[config.mk]
export PLATFORM = sky130hd
export DESIGN_NAME = nbit_addsub_seq
export DESIGN_NICKNAME = d
export VERILOG_FILES = /design/src/rtl/nbit_pkg.sv /design/src/rtl/chunk_adder.sv /design/src/rtl/nbit_addsub_seq.sv
export SDC_FILE = /design/constraint.sdc
export NUM_CORES = 1
export LEC_CHECK = 0
export CORE_MARGIN = 2
export CORE_UTILIZATION = 45
export DETAILED_ROUTE_END_ITERATION = 10
export PLACE_DENSITY = 0.7
export SLEW_MARGIN = 25
export SYNTH_ARGS = -nofsm -noshare
export SYNTH_HDL_FRONTEND = slang
export SYNTH_SLANG_ARGS = --single-unit
[constraint.sdc]
create_clock -name clk -period 3.3 [get_ports clk]
set_clock_uncertainty 0.15 [all_clocks]
set_input_delay 0.495 -clock clk [delete_from_list [all_inputs] [get_ports clk]]
set_output_delay 0.495 -clock clk [all_outputs]
set_load 0.1 [all_outputs]
[src/rtl/nbit_pkg.sv]
// Shared types and constants for the sequential N-bit adder/subtractor.
package nbit_pkg;

  typedef enum logic [1:0] {
    IDLE = 2'd0,
    BUSY = 2'd1,
    DONE = 2'd2
  } state_t;

  localparam int FLAG_N = 3;
  localparam int FLAG_Z = 2;
  localparam int FLAG_C = 1;
  localparam int FLAG_V = 0;

endpackage : nbit_pkg

[src/rtl/chunk_adder.sv]
// Combinational W-bit ripple adder slice with carry in/out.
module chunk_adder #(
  parameter int W = 1
) (
  input  logic [W-1:0] x,
  input  logic [W-1:0] y,
  input  logic         cin,
  output logic [W-1:0] s,
  output logic         cout
);

  assign {cout, s} = {1'b0, x} + {1'b0, y} + {{W{1'b0}}, cin};

endmodule : chunk_adder

[src/rtl/nbit_addsub_seq.sv]
// Multi-cycle N-bit adder/subtractor, CHUNK bits per clock, with N/Z/C/V flags
// and valid/ready handshakes on both the operand and result sides.
module nbit_addsub_seq
  import nbit_pkg::*;
#(
  parameter int N     = 4,
  parameter int CHUNK = 1
) (
  input  logic         clk,
  input  logic         rst_n,
  input  logic         in_valid,
  output logic         in_ready,
  input  logic         sub,
  input  logic [N-1:0] a,
  input  logic [N-1:0] b,
  output logic         out_valid,
  input  logic         out_ready,
  output logic [N-1:0] r,
  output logic [3:0]   f
);

  localparam int K  = N / CHUNK;
  localparam int IW = $clog2(K) + 1;

  if (N < 2 || CHUNK < 1 || CHUNK > N || (N % CHUNK) != 0) begin : g_bad_cfg
    $fatal(1, "nbit_addsub_seq: illegal N/CHUNK combination");
  end

  state_t          r_state;
  state_t          w_state_next;
  logic [N-1:0]    r_a;
  logic [N-1:0]    r_b;
  logic [N-1:0]    r_acc;
  logic            r_carry;
  logic [IW-1:0]   r_idx;
  logic            r_msb_a;
  logic            r_msb_b;
  logic [N-1:0]    r_res;
  logic [3:0]      r_flags;

  logic [CHUNK-1:0] w_x;
  logic [CHUNK-1:0] w_y;
  logic [CHUNK-1:0] w_s;
  logic             w_cout;
  logic [N-1:0]     w_acc_next;
  logic [3:0]       w_flags;
  logic             w_last;

  assign w_last = (r_idx == IW'(K - 1));

  // NOTE: every signal written in an always_comb gets a default first, so no
  // path through the case leaves it unassigned and no latch is inferred.
  always_comb begin
    w_state_next = r_state;
    in_ready     = 1'b0;
    out_valid    = 1'b0;
    case (r_state)
      IDLE: begin
        in_ready = 1'b1;
        if (in_valid) w_state_next = BUSY;
      end
      BUSY: begin
        if (w_last) w_state_next = DONE;
      end
      DONE: begin
        out_valid = 1'b1;
        if (out_ready) w_state_next = IDLE;
      end
      default: w_state_next = IDLE;
    endcase
  end

  // Operand slice for the current chunk index.
  always_comb begin
    w_x = '0;
    w_y = '0;
    for (int j = 0; j < K; j++) begin
      if (r_idx == IW'(j)) begin
        w_x = r_a[j*CHUNK +: CHUNK];
        w_y = r_b[j*CHUNK +: CHUNK];
      end
    end
  end

  chunk_adder #(.W(CHUNK)) u_chunk_adder (
    .x    (w_x),
    .y    (w_y),
    .cin  (r_carry),
    .s    (w_s),
    .cout (w_cout)
  );

  // Accumulator with the current sum chunk merged in; on the last chunk this
  // is the complete result, so r and f load from it directly.
  always_comb begin
    w_acc_next = r_acc;
    for (int j = 0; j < K; j++) begin
      if (r_idx == IW'(j)) w_acc_next[j*CHUNK +: CHUNK] = w_s;
    end
  end

  always_comb begin
    w_flags         = '0;
    w_flags[FLAG_N] = w_acc_next[N-1];
    w_flags[FLAG_Z] = (w_acc_next == '0);
    w_flags[FLAG_C] = w_cout;
    w_flags[FLAG_V] = (r_msb_a == r_msb_b) && (w_acc_next[N-1] != r_msb_a);
  end

  // NOTE: sequential state uses non-blocking assignments so every register
  // samples the pre-edge values, independent of statement order.
  always_ff @(posedge clk or negedge rst_n) begin
    if (!rst_n) begin
      r_state <= IDLE;
    end else begin
      r_state <= w_state_next;
    end
  end

  always_ff @(posedge clk or negedge rst_n) begin
    if (!rst_n) begin
      r_a     <= '0;
      r_b     <= '0;
      r_acc   <= '0;
      r_carry <= 1'b0;
      r_idx   <= '0;
      r_msb_a <= 1'b0;
      r_msb_b <= 1'b0;
      r_res   <= '0;
      r_flags <= '0;
    end else begin
      case (r_state)
        IDLE: begin
          if (in_valid) begin
            r_a     <= a;
            r_b     <= sub ? ~b : b;
            r_carry <= sub;
            r_idx   <= '0;
            r_acc   <= '0;
            r_msb_a <= a[N-1];
            r_msb_b <= sub ? ~b[N-1] : b[N-1];
          end
        end
        BUSY: begin
          r_acc   <= w_acc_next;
          r_carry <= w_cout;
          if (w_last) begin
            r_res   <= w_acc_next;
            r_flags <= w_flags;
          end else begin
            r_idx <= r_idx + 1'b1;
          end
        end
        default: ;
      endcase
    end
  end

  assign r = r_res;
  assign f = r_flags;

endmodule : nbit_addsub_seq

# Word-level counts from Yosys, hierarchy flattened
# Cells that the tools add are included.
# W data, S select, Z words.
word_totals:
  reg_bits: 28
  out_inout_bits: 10
  wordCells: 63
classes:
  eq_ne: 11
  n_addsub: 3
  bitwise_logic: 2
  n_mux: 27
  reduce_logical: 10
ops:
  columns: ["cell", "n"]
  rows:
  - ["$mux W1", 16]
  - ["$mux W4", 2]
  - ["$ne A2 B2 Y1 const B", 4]
  - ["$pmux W4 S2", 1]
  - ["$eq A3 B2 Y1 const B", 2]
  - ["$mux W2", 3]
  - ["$mux W3", 2]
  - ["$pmux W2 S3", 1]
  - ["$pmux W3 S2", 1]
  - ["$reduce_and A2 Y1", 3]
  - ["$reduce_and A3 Y1", 2]
  - ["$logic_not A4 Y1", 1]
  - ["$not A4 Y4", 1]
  - ["$add A3 B1 Y3 const B", 1]
  - ["$eq A3 B1 Y1 const B", 1]
  - ["$logic_not A3 Y1", 1]
  - ["$add A1 B1 Y2", 1]
  - ["$add A2 B1 Y2", 1]
  - ["$eq A2 B1 Y1 const B", 1]
  - ["$eq A2 B2 Y1 const B", 1]
  - ["$logic_not A2 Y1", 1]
  - ["$pmux W1 S2", 1]
  - ["$reduce_bool A2 Y1", 1]
  - ["$eq A1 B1 Y1", 1]
  - ["other kinds (3)", 3]

# Logic depth before layout (Yosys ltp)
# Gate-level depths: netlist of the first run.
depth:
  ltp_word: 10
  depth_mapped: 10
  depth_no_buf: 9

# By module
# A second synthesis of the first run with hierarchy kept.
hier_totals:
  hier_cells: 125
  area_unflattened_um2: 1345.0
by_module_without_submodules:
  columns: ["module", "cells_per_inst", "area_per_inst_um2", "instances"]
  rows:
  - ["nbit_addsub_seq", 124, 1325.0, 1]
  - ["chunk_adder", 1, 20.0, 1]

# Worst setup path before layout of the first run
# OpenSTA, ideal clock, no wires.
synth_path:
  kind: "register to output"
  startpoint: "register r_state[0]"
  endpoint: "output in_ready"
  path_slack_ns: 0.749
  required_time_ns: 2.655
  path_stages_with_launch: 4
  t_arrival_ns: 1.906
  path_cell_list: "dfrtp_1 > buf_6 > buf_2 > nor2_1"
synth_via:
  elab_chain_len: 2
synth_rtl:
  columns: ["element", "line", "text"]
  rows:
  - ["start: declaration", "nbit_addsub_seq.sv:29", "state_t r_state;"]
  - ["start signal: assignment", "nbit_addsub_seq.sv:116", "r_state <= w_state_next;"]
  - ["$logic_not A2 Y1", "nbit_addsub_seq.sv:57", "case (r_state)"]
  - ["$mux W1", "nbit_addsub_seq.sv:57", null]
  - ["end: declaration", "nbit_addsub_seq.sv:12", "output logic in_ready,"]
# Every way passes these cells.

# Worst setup path in the final report of the first run
layout_path:
  startpoint: "register r_idx[1]"
  endpoint: "register r_flags[2] (netlist: f[2])"
layout_via:
  elab_chain_len: 9
layout_rtl:
  columns: ["element", "line", "text"]
  rows:
  - ["start: declaration", "nbit_addsub_seq.sv:35", "logic [IW-1:0] r_idx;"]
  - ["start signal: assignment", "nbit_addsub_seq.sv:151", "r_idx <= r_idx + 1'b1;"]
  - ["$logic_not A3 Y1", "nbit_addsub_seq.sv:78, nbit_addsub_seq.sv:98", null]
  - ["$mux W1 (4 in a row)", "nbit_addsub_seq.sv:78", "if (r_idx == IW'(j)) begin"]
  - ["$add A1 B1 Y2", "chunk_adder.sv:12", "assign {cout, s} = {1'b0, x} + {1'b0, y} + {{W{1'b0}}, cin};"]
  - ["$add A2 B1 Y2", "chunk_adder.sv:12", null]
  - ["$mux W1", "nbit_addsub_seq.sv:98", "if (r_idx == IW'(j)) w_acc_next[j*CHUNK +: CHUNK] = w_s;"]
  - ["$logic_not A4 Y1", "nbit_addsub_seq.sv:105", "w_flags[FLAG_Z] = (w_acc_next == '0);"]
  - ["end signal: assignment", "nbit_addsub_seq.sv:149", "r_flags <= w_flags;"]
  - ["end: declaration", "nbit_addsub_seq.sv:39", "logic [3:0] r_flags;"]
# Several ways; a longest one is shown, not always the timed one.
# A chain may end at the register's enable or synchronous reset.

==> results of run 1 <==
stage by stage:
step / cells / worst slack (ps) / util
2_1_floorplan: 124 / 749 / -
3_3_place_gp: 169 / 745 / 0.537
3_5_place_dp: 169 / 629 / 0.537
4_1_cts: 173 / 588 / 0.556
5_1_grt: 173 / 370 / 0.556
6_report: 173 / 609 / 0.556
registers in the layout, indices dropped and copies added (netlist names):
signal	count
r	4
r_a	4
r_b	4
f	3
r_acc	3
r_idx	3
r_state	2
r_carry	1
kinds of logic (layout without fill, tap and decap cells):
logic type | after synthesis | count (layout) | share of synthesized area
AND/OR/NAND/NOR | 30 | 30 | 0.136
XOR/XNOR | 4 | 4 | 0.0261
adder cells (fa/ha/maj) | 6 | 6 | 0.0616
buffers and inverters | 17 | 35 | 0.0793
multiplexers | 11 | 11 | 0.0970
flip-flops | 24 | 24 | 0.448
AO/OA/AOI/OAI | 32 | 32 | 0.152
metal layers:
metal	vias to the layer above	wire length, um
met5	-	0
met2	22	1140
li1	461	-
met3	6	80
met4	0	68
met1	430	1160
how the worst max path moves through the flow:
stage | start | endpoint | cells past startpoint
2_1_floorplan | r_state[0] | in_ready | 3
3_3_place_gp | r_idx[1] | f[0] | 8
3_5_place_dp | r_idx[1] | f[2] | 7
4_1_cts | r_idx[1] | f[2] | 7
5_1_grt | r_idx[1] | f[2] | 7
6_report | r_idx[1] | f[2] | 7
critical path, stage by stage (launching register included):
cell and delay, ps:
dfrtp_1 440, ha_1 170, ha_1 380, nor2_1 110, a32o_1 290, fa_1 550, nor4b_1 340, a32o_1 200
cell usage in the layout (no fill, tap or decap):
cell type        instances
nand2b_1                 6
a32o_1                   3
nand3b_1                 1
dfrtp_1                 24
o21ai_0                  9
nand2_1                  8
fa_1                     1
buf_4                   11
nand3b_4                 1
a21oi_1                 11
a22o_1                   3
inv_1                    8
clkdlybuf4s50_1         12
mux2_2                   4
mux2_4                   3
a22oi_1                  1
nor2_1                   8
mux2i_1                  4
nor3b_4                  1
nor4b_1                  1
o21bai_2                 1
nor2_2                   1
o22ai_1                  3
and3b_1                  2
ha_1                     5
a22o_2                   1
bufinv_16                1
or3_1                    1
clkbuf_4                 3
xnor2_1                  4
layout make-up:
type | count | area, sq um
repair buffers | 23 | 203
flip-flops and latches | 24 | 601
fillers | 249 | 1250
clock buffers | 3 | 22.5
clock inverters | 1 | 30.0
well taps | 31 | 38.8
multi-input cells | 83 | 634
inverters | 8 | 30.0
==> results_dict.tcl, run 1 <==
set metrics [dict create \
    status "finished, violations left" \
    violations "DRC" \
    met3_usage 0.0286 \
    min_to "f[0]" \
    r2r_slack_ps 610 \
    slew_viol_final 0 \
    antenna_found_initial 0 \
    synth_area_sq_um 1340 \
    rsz0062_at_grt "no" \
    drt_iter0_markers 52 \
    hold_violations 0 \
    setup_tns_ps 0 \
    dieArea_sq_um 3430 \
    rows 19 \
    grt_first_pass_wirelength_mm 4.13 \
    synthArstFlopShare 1.00 \
    antennaDiodeCount 0 \
    synth_seq_cells 24 \
    via_per_inst 5.31 \
    drt_pre_antenna_iters 7 \
    hold_depth 2 \
    start_util 0.478 \
    hold_slack_ps 348 \
    nNetsFinal 162 \
    synthTopCellsByCount "24 x dfrtp_1, 11 x a21oi_1, 9 x o21ai_0" \
    drive_above_1_share 0.190 \
    portBuffers 22 \
    gr-usage-all-layers 0.163 \
    core-area_sq_um 2810 \
    yosysMostFrequentCell "dfrtp_1" \
    fmax_ghz 0.372 \
    cts_sinks 24 \
    drc 2 \
    synth-edff-count 0 \
    die_h_um 58.6 \
    tightest_slew_ps 620 \
    ys_warn_count 0 \
    clk_path_buf_depth 2 \
    yosysTopAreaCellShare 0.448 \
    syn_inst 124 \
    placed_area_sq_um 1510 \
    final_area_sq_um 1560 \
    ys_top_cells_by_area "dfrtp_1 45%, ha_1 4.7%, buf_6 4.2%" \
    fp.dieW_um 58.6 \
    areaGrowthSynthToFinish_pct 16.2 \
    wl_per_cell_um 14.2 \
    yosys.cell_types.count 30 \
    grt_busiest_layer "met2" \
    ant_nets 0 \
    cts_tree "yes" \
    critPathMaxFanout 9 \
    worst_ep_arrival_time_ps 2810 \
    cap_violations 0 \
    vias 919 \
    reg2reg_depth 7 \
    globalplace.congestion 0.794 \
    ys.flop_type "dfrtp_1" \
    cts.htree.levels 1 \
    start_kind "flip-flop" \
    worst-endpoint-required_ps 3420 \
    cts-root-buf "clkbuf_4" \
    grt_pass1_vias 893 \
    synth_nets 143 \
    grt_use_met1 0.227 \
    hpwl_mm 1.82 \
    crit_type "flip-flop to flip-flop" \
    clkTransAtPathRegs_ps 130 \
    grt_max_degree 25 \
    overflow 0 \
    r2r-end "f[2]" \
    reg2reg_from "r_idx[1]" \
    cts_made_buffers 3 \
    cts_setup_buffers 0 \
    setup_viol 0 \
    ioPinCount 23 \
    yosysTopAreaCell "dfrtp_1" \
    post_cts_resized 0 \
    seq_area_frac_synth 0.448 \
    clk-insertion-delay-late_ps 320 \
    syn_area_per_cell_sq_um 10.8 \
    cts_hold_buffers 0 \
    grt_util_met2 0.238 \
    end_kind "flip-flop" \
    relSlewSlack 0.586 \
    period_minus_slack_ps 2690 \
    hold_class "flip-flop to flip-flop" \
    period_share 0.815 \
    hp-start "f[0]" \
    drt_wl_total_mm 2.46 \
]
Power of run 1 is not shown: default switching activity piles up to over one toggle a cycle in this logic, so the estimate is an artifact.
==> run 2, diff against run 1 <==
==> constraint.sdc (replaced) <==
create_clock -name clk -period 2.7 [get_ports clk]
set_clock_uncertainty 0.15 [all_clocks]
set_input_delay 0.405 -clock clk [delete_from_list [all_inputs] [get_ports clk]]
set_output_delay 0.405 -clock clk [all_outputs]
set_load 0.1 [all_outputs]
==> results_dict.tcl, run 2 (synthesis results as in run 1) <==
set metrics [dict create \
    layout_commonest_cell "dfrtp_1" \
    r2r_slack_ps 100 \
    cts-root-buf "clkbuf_4" \
    clk-insertion-delay-late_ps 310 \
    die_h_um 58.6 \
    end_kind "flip-flop" \
    gr-usage-all-layers 0.163 \
    setup_viol 0 \
    hold_class "input pin to async pin" \
    layout_setup_ws_ps 103 \
    clkTransAtPathRegs_ps 120 \
    violations "DRC" \
    portBuffers 22 \
    drt_wl_total_mm 2.58 \
    via_per_inst 5.41 \
    critPathMaxFanout 6 \
    fmax_ghz 0.385 \
    worst_ep_arrival_time_ps 2700 \
    critPathCapture "f[2]" \
    cts_hold_buffers 0 \
    hpwl_mm 1.91 \
    cap_violations 0 \
    grt_pass1_vias 967 \
    start_util 0.478 \
    start_kind "flip-flop" \
    status "finished, violations left" \
    r2r-end "f[2]" \
    reg2reg_depth 8 \
    ioPinCount 23 \
    crit_type "flip-flop to flip-flop" \
    vias 958 \
    slew_viol_final 0 \
    period_share 0.962 \
    drt_pre_antenna_iters 7 \
    cts_sinks 24 \
    antennaDiodeCount 0 \
    tightest_slew_ps 629 \
    dieArea_sq_um 3430 \
    drt_iter0_markers 31 \
    most-common-layout-cells "24 x dfrtp_1, 16 x buf_4, 12 x clkdlybuf4s50_1" \
    nNetsFinal 167 \
    cts_made_buffers 3 \
    core-area_sq_um 2810 \
    grt_first_pass_wirelength_mm 4.25 \
    grt_max_degree 25 \
    fp.dieW_um 58.6 \
    reg2reg_from "r_idx[0]" \
    nFillCells 258 \
    period_minus_slack_ps 2600 \
    clk_path_buf_depth 2 \
    antenna_found_initial 0 \
    areaGrowthSynthToFinish_pct 17.4 \
    worst-endpoint-required_ps 2810 \
    overflow 0 \
    relSlewSlack 0.581 \
    hold_violations 0 \
    wl_per_cell_um 14.6 \
    crit_start "r_idx[0]" \
    ant_nets 0 \
    drive_above_1_share 0.226 \
    globalplace.congestion 0.746 \
    place_ws_ps 99.0 \
    cts_tree "yes" \
    rows 19 \
    drc 2 \
    cts.htree.levels 1 \
]
==> run 2: final cells by class <==
type	instances	area, sq um	area share
tap	31	38.8	0.0246
inverter	8	30.0	0.0191
sequential	24	601	0.381
multi-input combinational	83	643	0.408
clock buffer	3	22.5	0.0143
timing repair buffer	28	240	0.153
==> run 2: timing repair <==
action                     in CTS  in global routing
setup endpoints to repair       0                  2
gates resized for setup         0                  2
setup buffers                   0                  3
==> run 2: per-layer routing <==
metal / global-route usage / part of all wire / vias to the layer above
met4: 0.0682 / 0.022 / 0
met5: 0 / 0 / -
met1: 0.216 / 0.48 / 462
met3: 0.0286 / 0.032 / 8
li1: - / - / 469
met2: 0.265 / 0.47 / 19
==> run 2: critical path, stage by stage (launching register included) <==
cell and delay (ps):
dfrtp_1 440, buf_4 150, ha_1 190, ha_1 230, nor2_1 170, a32o_1 230, fa_2 500, nor4b_2 290
a32o_1 190
==> run 2: through the flow <==
stage / cells / area (sq um) / hold slack, ps / TNS [ps] / util
after floorplan: 124 / 1340 / -40.6 / 0 / -
after global placement: 171 / 1520 / 313 / 0 / 0.542
after detailed placement: 171 / 1520 / 322 / 0 / 0.542
after CTS: 174 / 1540 / 295 / 0 / 0.550
after global routing: 177 / 1580 / 295 / -23.6 / 0.562
final: 177 / 1580 / 297 / 0 / 0.562
==> run 2: how the worst min path moves through the flow <==
stage / from / to / cells after the start
2_1_floorplan: rst_n / f[0] / 0
3_3_place_gp: r[0] / r[0] / 2
3_5_place_dp: r[0] / r[0] / 2
4_1_cts: rst_n / r[2] / 2
5_1_grt: rst_n / r[2] / 2
6_report: rst_n / r[2] / 2
Power of run 2 is left out for the same reason.
